## config.mk

```make
export PLATFORM = sky130hd
export DESIGN_NAME = exact_mult_3x3
export DESIGN_NICKNAME = d
export VERILOG_FILES = /design/src/rtl/exact_mult_3x3.sv
export SDC_FILE = /design/constraint.sdc
export NUM_CORES = 1
export LEC_CHECK = 0
export ABC_AREA = 1
export CAP_MARGIN = 10
export CELL_PAD_IN_SITES_DETAIL_PLACEMENT = 1
export CELL_PAD_IN_SITES_GLOBAL_PLACEMENT = 1
export CORE_AREA = 8 8 45 47
export DETAILED_ROUTE_END_ITERATION = 8
export DIE_AREA = 0 0 53 55
export PLACE_DENSITY = 0.8
export SLEW_MARGIN = 20
export SYNTH_ARGS = -nofsm -noshare
export SYNTH_HDL_FRONTEND = slang
export SYNTH_SLANG_ARGS = --single-unit
```

## constraint.sdc

```tcl
create_clock -name vclk -period 5.48
set_clock_uncertainty 0.15 [all_clocks]
set_input_delay 1.096 -clock vclk [all_inputs]
set_output_delay 1.096 -clock vclk [all_outputs]
set_load 0.02 [all_outputs]
```

## src/rtl/exact_mult_3x3.sv

```systemverilog
// exact_mult_3x3: exact signed WIDTH x WIDTH multiplier (WIDTH = 3 by default).
// The product is built as a Baugh-Wooley partial-product array reduced by a
// carry-save array of half/full-adder cells and a ripple-carry final adder.
// This keeps its gate-level structure aligned with the approximate variants.
// Optional output register stage: define EXACT_MULT_OUT_REG_EN to build the
// y_q/out_valid flops. Without it, y_q/out_valid are wired straight through.
module exact_mult_3x3 #(
    parameter int unsigned WIDTH = 3
) (
    input  logic                 clk,
    input  logic                 rst_n,
    input  logic                 in_valid,
    input  logic [WIDTH-1:0]     a,
    input  logic [WIDTH-1:0]     b,
    output logic [2*WIDTH-1:0]   y,
    output logic [2*WIDTH-1:0]   y_q,
    output logic                 out_valid
);

    localparam int unsigned PW = 2 * WIDTH;

    // Baugh-Wooley correction constants: a one at bit WIDTH and at bit PW-1.
    localparam logic [PW-1:0] BW_CONST = (PW'(1) << WIDTH) | (PW'(1) << (PW - 1));

    // row_vec[i] is partial-product row i, already shifted to weight i.
    logic [WIDTH-1:0][PW-1:0] row_vec;
    // Carry-save state after absorbing rows 0..i: sum vector and carry vector.
    logic [WIDTH-1:0][PW-1:0] s_vec;
    logic [WIDTH-1:0][PW-1:0] c_vec;
    // Ripple carries of the final adder.
    logic [PW-1:0]            rc;

    // ------------------------------------------------------------------
    // Partial-product generation
    // ------------------------------------------------------------------
    for (genvar i = 0; i < WIDTH; i++) begin : g_row
        for (genvar k = 0; k < PW; k++) begin : g_col
            if ((k >= i) && (k < i + WIDTH)) begin : g_pp
                localparam int J = k - i;
                // Exactly one sign bit involved: the term carries negative
                // weight, so it enters the array inverted.
                if ((i == WIDTH - 1) != (J == WIDTH - 1)) begin : g_inv
                    assign row_vec[i][k] = ~(a[J] & b[i]);
                end else begin : g_pos
                    assign row_vec[i][k] = a[J] & b[i];
                end
            end else begin : g_zero
                assign row_vec[i][k] = 1'b0;
            end
        end
    end

    // ------------------------------------------------------------------
    // Carry-save array
    // ------------------------------------------------------------------
    // Row 0 seeds the sum vector; the correction constants seed the carry
    // vector, so they are folded in for free by the first adder row.
    assign s_vec[0] = row_vec[0];
    assign c_vec[0] = BW_CONST;

    for (genvar i = 1; i < WIDTH; i++) begin : g_csa
        assign c_vec[i][0] = 1'b0;
        for (genvar k = 0; k < PW; k++) begin : g_cell
            if ((k >= i) && (k < i + WIDTH)) begin : g_fa
                // Full adder: row bit present in this column.
                assign s_vec[i][k] = s_vec[i-1][k] ^ c_vec[i-1][k] ^ row_vec[i][k];
                if (k < PW - 1) begin : g_co
                    assign c_vec[i][k+1] = (s_vec[i-1][k] & c_vec[i-1][k])
                                         | (s_vec[i-1][k] & row_vec[i][k])
                                         | (c_vec[i-1][k] & row_vec[i][k]);
                end
            end else begin : g_ha
                // Half adder: no partial product in this column for this row.
                assign s_vec[i][k] = s_vec[i-1][k] ^ c_vec[i-1][k];
                if (k < PW - 1) begin : g_co
                    assign c_vec[i][k+1] = s_vec[i-1][k] & c_vec[i-1][k];
                end
            end
            // The carry out of the top column is beyond the product width.
        end
    end

    // ------------------------------------------------------------------
    // Ripple-carry final adder
    // ------------------------------------------------------------------
    assign rc[0] = 1'b0;
    for (genvar k = 0; k < PW; k++) begin : g_rca
        assign y[k] = s_vec[WIDTH-1][k] ^ c_vec[WIDTH-1][k] ^ rc[k];
        if (k < PW - 1) begin : g_co
            assign rc[k+1] = (s_vec[WIDTH-1][k] & c_vec[WIDTH-1][k])
                           | (s_vec[WIDTH-1][k] & rc[k])
                           | (c_vec[WIDTH-1][k] & rc[k]);
        end
        // Carry out of bit PW-1 is discarded; the product cannot overflow.
    end

    // ------------------------------------------------------------------
    // Output stage
    // ------------------------------------------------------------------
`ifdef EXACT_MULT_OUT_REG_EN
    logic [PW-1:0] prod_d, prod_q;
    logic          valid_d, valid_q;

    // Next state: capture the product every cycle; out_valid qualifies it.
    always_comb begin
        prod_d  = y;
        valid_d = in_valid;
    end

    // Output register with asynchronous active-low clear.
    always_ff @(posedge clk or negedge rst_n) begin
        if (!rst_n) begin
            prod_q  <= '0;
            valid_q <= 1'b0;
        end else begin
            prod_q  <= prod_d;
            valid_q <= valid_d;
        end
    end

    assign y_q       = prod_q;
    assign out_valid = valid_q;
`else
    // Pass-through: no state, clk and rst_n are intentionally unused.
    logic unused_clk_rst;
    assign unused_clk_rst = clk ^ rst_n;

    assign y_q       = y;
    assign out_valid = in_valid;
`endif

endmodule

```

### After elaboration in Yosys (flattened, before gate mapping)

Index checks and enable logic that the tools add are counted.

* input bits: 9
* word-level logic and storage cells: 44
* register bits: 0

* bitwise logic cells: 44

Operators with widths (count)
* $and A1 B1 Y1: 22
* $xor A1 B1 Y1: 11
* $or A1 B1 Y1: 6
* $not A1 Y1: 5

### Depth between registers and ports, before layout

* depth after elaboration: 11
* gate-level depth with buffers: 12
* gate-level depth less buffers: 11

### Least setup slack after synthesis

No wires, ideal clock.

* kind: input-to-output
* start: in b[1]
* end: out y_q[5]
* stages on the path: 10
* path slack: 1.404 ns
* arrival: 2.830 ns
* required time: 4.234 ns
* buffers on the path: 1
* cells stage by stage: nand2_1 > inv_1 > ha_1 > fa_1 > ha_1 > fa_1 > inv_1 > nand2_1 > nand2_1 > buf_4

* longest elaborated chain between the ends: 10

Ends and longest elaborated chain
* start, declared: line 14 `input logic [WIDTH-1:0] b,`
* $and A1 B1 Y1: line 45 `assign row_vec[i][k] = a[J] & b[i];`
* $xor A1 B1 Y1 / $and A1 B1 Y1 (equally long branches): line 66, 69
* $and A1 B1 Y1 (on tied branches): line 68, 69
* $or A1 B1 Y1: line 69 `| (s_vec[i-1][k] & row_vec[i][k])`
* $or A1 B1 Y1: line 70 `| (c_vec[i-1][k] & row_vec[i][k]);`
* $and A1 B1 Y1: line 90 `assign rc[k+1] = (s_vec[WIDTH-1][k] & c_vec[WIDTH-1][k])`
* $and A1 B1 Y1: line 91 `| (s_vec[WIDTH-1][k] & rc[k])`
* $or A1 B1 Y1: line 91
* $or A1 B1 Y1: line 92 `| (c_vec[WIDTH-1][k] & rc[k]);`
* $xor A1 B1 Y1 *: line 88 `assign y[k] = s_vec[WIDTH-1][k] ^ c_vec[WIDTH-1][k] ^ rc[k];`
* end, declared: line 16 `output logic [2*WIDTH-1:0] y_q,`

Every way passes the cells marked *; elsewhere a longest branch is shown, timed or not.

### Worst setup path after layout

* start: in b[0]
* end: out y_q[5]

* longest elaborated chain between the ends: 11

Ends and longest elaborated chain
* $and A1 B1 Y1: line 43 `assign row_vec[i][k] = ~(a[J] & b[i]);`
* $not A1 Y1: line 43
* $xor A1 B1 Y1: line 66 `assign s_vec[i][k] = s_vec[i-1][k] ^ c_vec[i-1][k] ^ row_vec[i][k];`
* $and A1 B1 Y1 (on tied branches): line 68, 69
* $or A1 B1 Y1: line 69
* $or A1 B1 Y1: line 70
* $and A1 B1 Y1: line 90
* $and A1 B1 Y1: line 91
* $or A1 B1 Y1: line 91
* $or A1 B1 Y1 *: line 92
* $xor A1 B1 Y1 *: line 88

Marks and branches as above.

==> summary.md <==
| Metric | Value |
|---|---|
| Pleak | `0.231 nW` |
| Hold path endpoint | `out_valid` |
| Post-synthesis sequential area ratio | `0` |
| # DRC | `0` |
| Top post-synthesis cells by area | `fa_1 (23%), buf_4 (20%), ha_1 (19%)` |
| FF/Latch Area | `0 um2` |
| Top delay family on crit path | `adder cells` |
| Worst Setup End Kind | `output pin` |
| Starting Density | `0.187` |
| Peak fanout along the critical path | `3` |
| Vias/cell | `3.62` |
| Power Density | `192 nW/um2` |
| Setup TNS | `0 ns` |
| Most common cell after layout, fill and taps aside | `clkdlybuf4s50_1` |
| Yosys warns | `0` |
| Worst-Margin Slew | `0.224 ns` |
| Commonest cells after routing, fill and taps aside | `clkdlybuf4s50_1 (18), inv_1 (12), nand2_1 (11)` |
| Cell count after synthesis | `39` |
| Largest net degree at the start of global routing | `4` |
| Total gr overflow | `0` |
| Wirelength, routed | `571 um` |
| Critical Path RT | `4.23 ns` |
| Logic gate share of total power | `1.000` |
| Tcrit/Tclk final | `0.905` |
| Share of the synthesized area in the top cell type | `0.232` |
| First DRT Iteration DRCs | `0` |
| Clk_buf instances | `0` |
| Buffer and inverter count on the worst path | `3` |
| CP most frequent cell | `nand2_1` |
| Max incr delay on CP | `0.60 ns` |
| Final #Nets | `68` |
| WL/cell | `8.65 um` |
| First-pass GRT wire length | `938 um` |
| Final count of hold timing violations | `0` |
| Critical Path Source Type | `input port` |
| CP Class | `in -> out` |
| Die width | `53 um` |
| Critical path arrival | `3.71 ns` |
| Max-Cap Viols | `0` |
| Dpl hpwl | `570 um` |
| Diodes inserted | `0` |
| Sequential power share | `0` |
| Number of global-route vias before repair | `222` |
| Worst VDD drop | `56.4 uV` |
| Row cnt | `14` |
| Fin. max-slew vios | `0` |
| Number of fill cells | `174` |
| Dpl ws | `0.478 ns` |
| Int Power | `0.0385 mW` |
| Syn Nets | `55` |
| Avg Synthesized Cell Area | `6.64 um2` |
| Crit-path cells | `clkdlybuf4s50_1 > nand2_1 > ha_1 > fa_1 > ha_1 > fa_1 > inv_1 > nand2_1 > nand2_1 > clkdlybuf4s50_1` |
| Die ar. | `2920 um2` |
| Layout area overhead | `57.0%` |
| Via count | `239` |
| Post-CTS Hold Buffers | `0` |
| Normalized max-slew margin | `0.850` |
| Final Power | `0.0781 mW` |
| Top Ports | `22` |
| FMAX | `202 MHz` |
| Hold Crit Class | `in -> out` |
| Final setup vio count | `0` |
| DIE HEIGHT | `55 um` |
| PnR worst setup slack | `0.520 ns` |
| Clock Power Share | `0` |
| FFs & Latches | `0` |
| Net Sw Frac | `0.507` |
| Synth unique cells | `7` |
| PostCTS Resize Cnt | `0` |
| Net switching power figure | `0.0396 mW` |
| Initial antenna violation count | `0` |
| HP Start | `in_valid` |
| Core area | `1380 um2` |
| Hold path cells | `0` |
| Overall Global Routing Usage | `0.0383` |
| Status | `finished, final reports clean` |
| Fin crit period | `4.96 ns` |
| Setup repair bufs after CTS | `0` |
| Leading area contributor after synthesis | `fa_1` |
| Routed Antenna Nets | `0` |
| RSZ-0062 raised after global routing | `no` |
| GP Congestion | `0.696` |
| Fraction of layout cells with a size suffix above 1 | `0.0400` |
| DRT Pass-1 Iters | `1` |
| Mapped cell area | `259 um2` |
| I/O Buffers | `18` |
| CP max stage cell | `clkdlybuf4s50_1` |
[cells in the mapped netlist]
master	instances
nand2_1	11
nand2_2	1
ha_1	4
fa_1	3
inv_1	12
inv_2	1
buf_4	7
[stage by stage]
stage / instance area, um2 / hold WS [ns] / util / std cells
CTS: 407 / 2.04 / 0.294 / 66
detailed placement: 407 / 2.04 / 0.294 / 66
global route: 407 / 2.04 / 0.294 / 66
global placement: 407 / 2.04 / 0.294 / 66
floorplan: 259 / 2.15 / - / 39
finish: 407 / 2.04 / 0.294 / 66
[kinds of logic after synthesis]
group | share of synthesized area
buf+inv | 0.391
simple gates | 0.184
fa+ha+maj | 0.425
[power by group through the flow]
stage               Clock [mW]  Sequential [mW]  Combinational [mW]
global route                 0                0              0.0849
global placement             0                0              0.0790
CTS                          0                0              0.0802
finish                       0                0              0.0781
detailed placement           0                0              0.0799
floorplan                    0                0              0.0533
[final cells by class]
type / count / area [um2] / area share
Timing Repair Buffer: 18 / 180 / 0.443
Tap cell: 16 / 20.0 / 0.0492
Inverter: 13 / 48.8 / 0.120
Multi-Input combinational cell: 19 / 158 / 0.388
[routing by layer]
metal	track usage	part of all wire	vias to the layer above
met5	0	0	-
met4	0	0	0
met3	0.0107	0.16	0
met2	0.0684	0.43	14
met1	0.0471	0.41	102
li1	-	-	123
[worst max-delay path by stage]
stage | start | cells past startpoint | to
after floorplan | b[1] | 10 | y_q[5]
after global placement | a[2] | 10 | y[5]
after detailed placement | b[0] | 10 | y_q[5]
after CTS | b[0] | 10 | y_q[5]
after global routing | b[0] | 10 | y[5]
final | b[0] | 10 | y_q[5]
(Power assumes the default switching activity.)
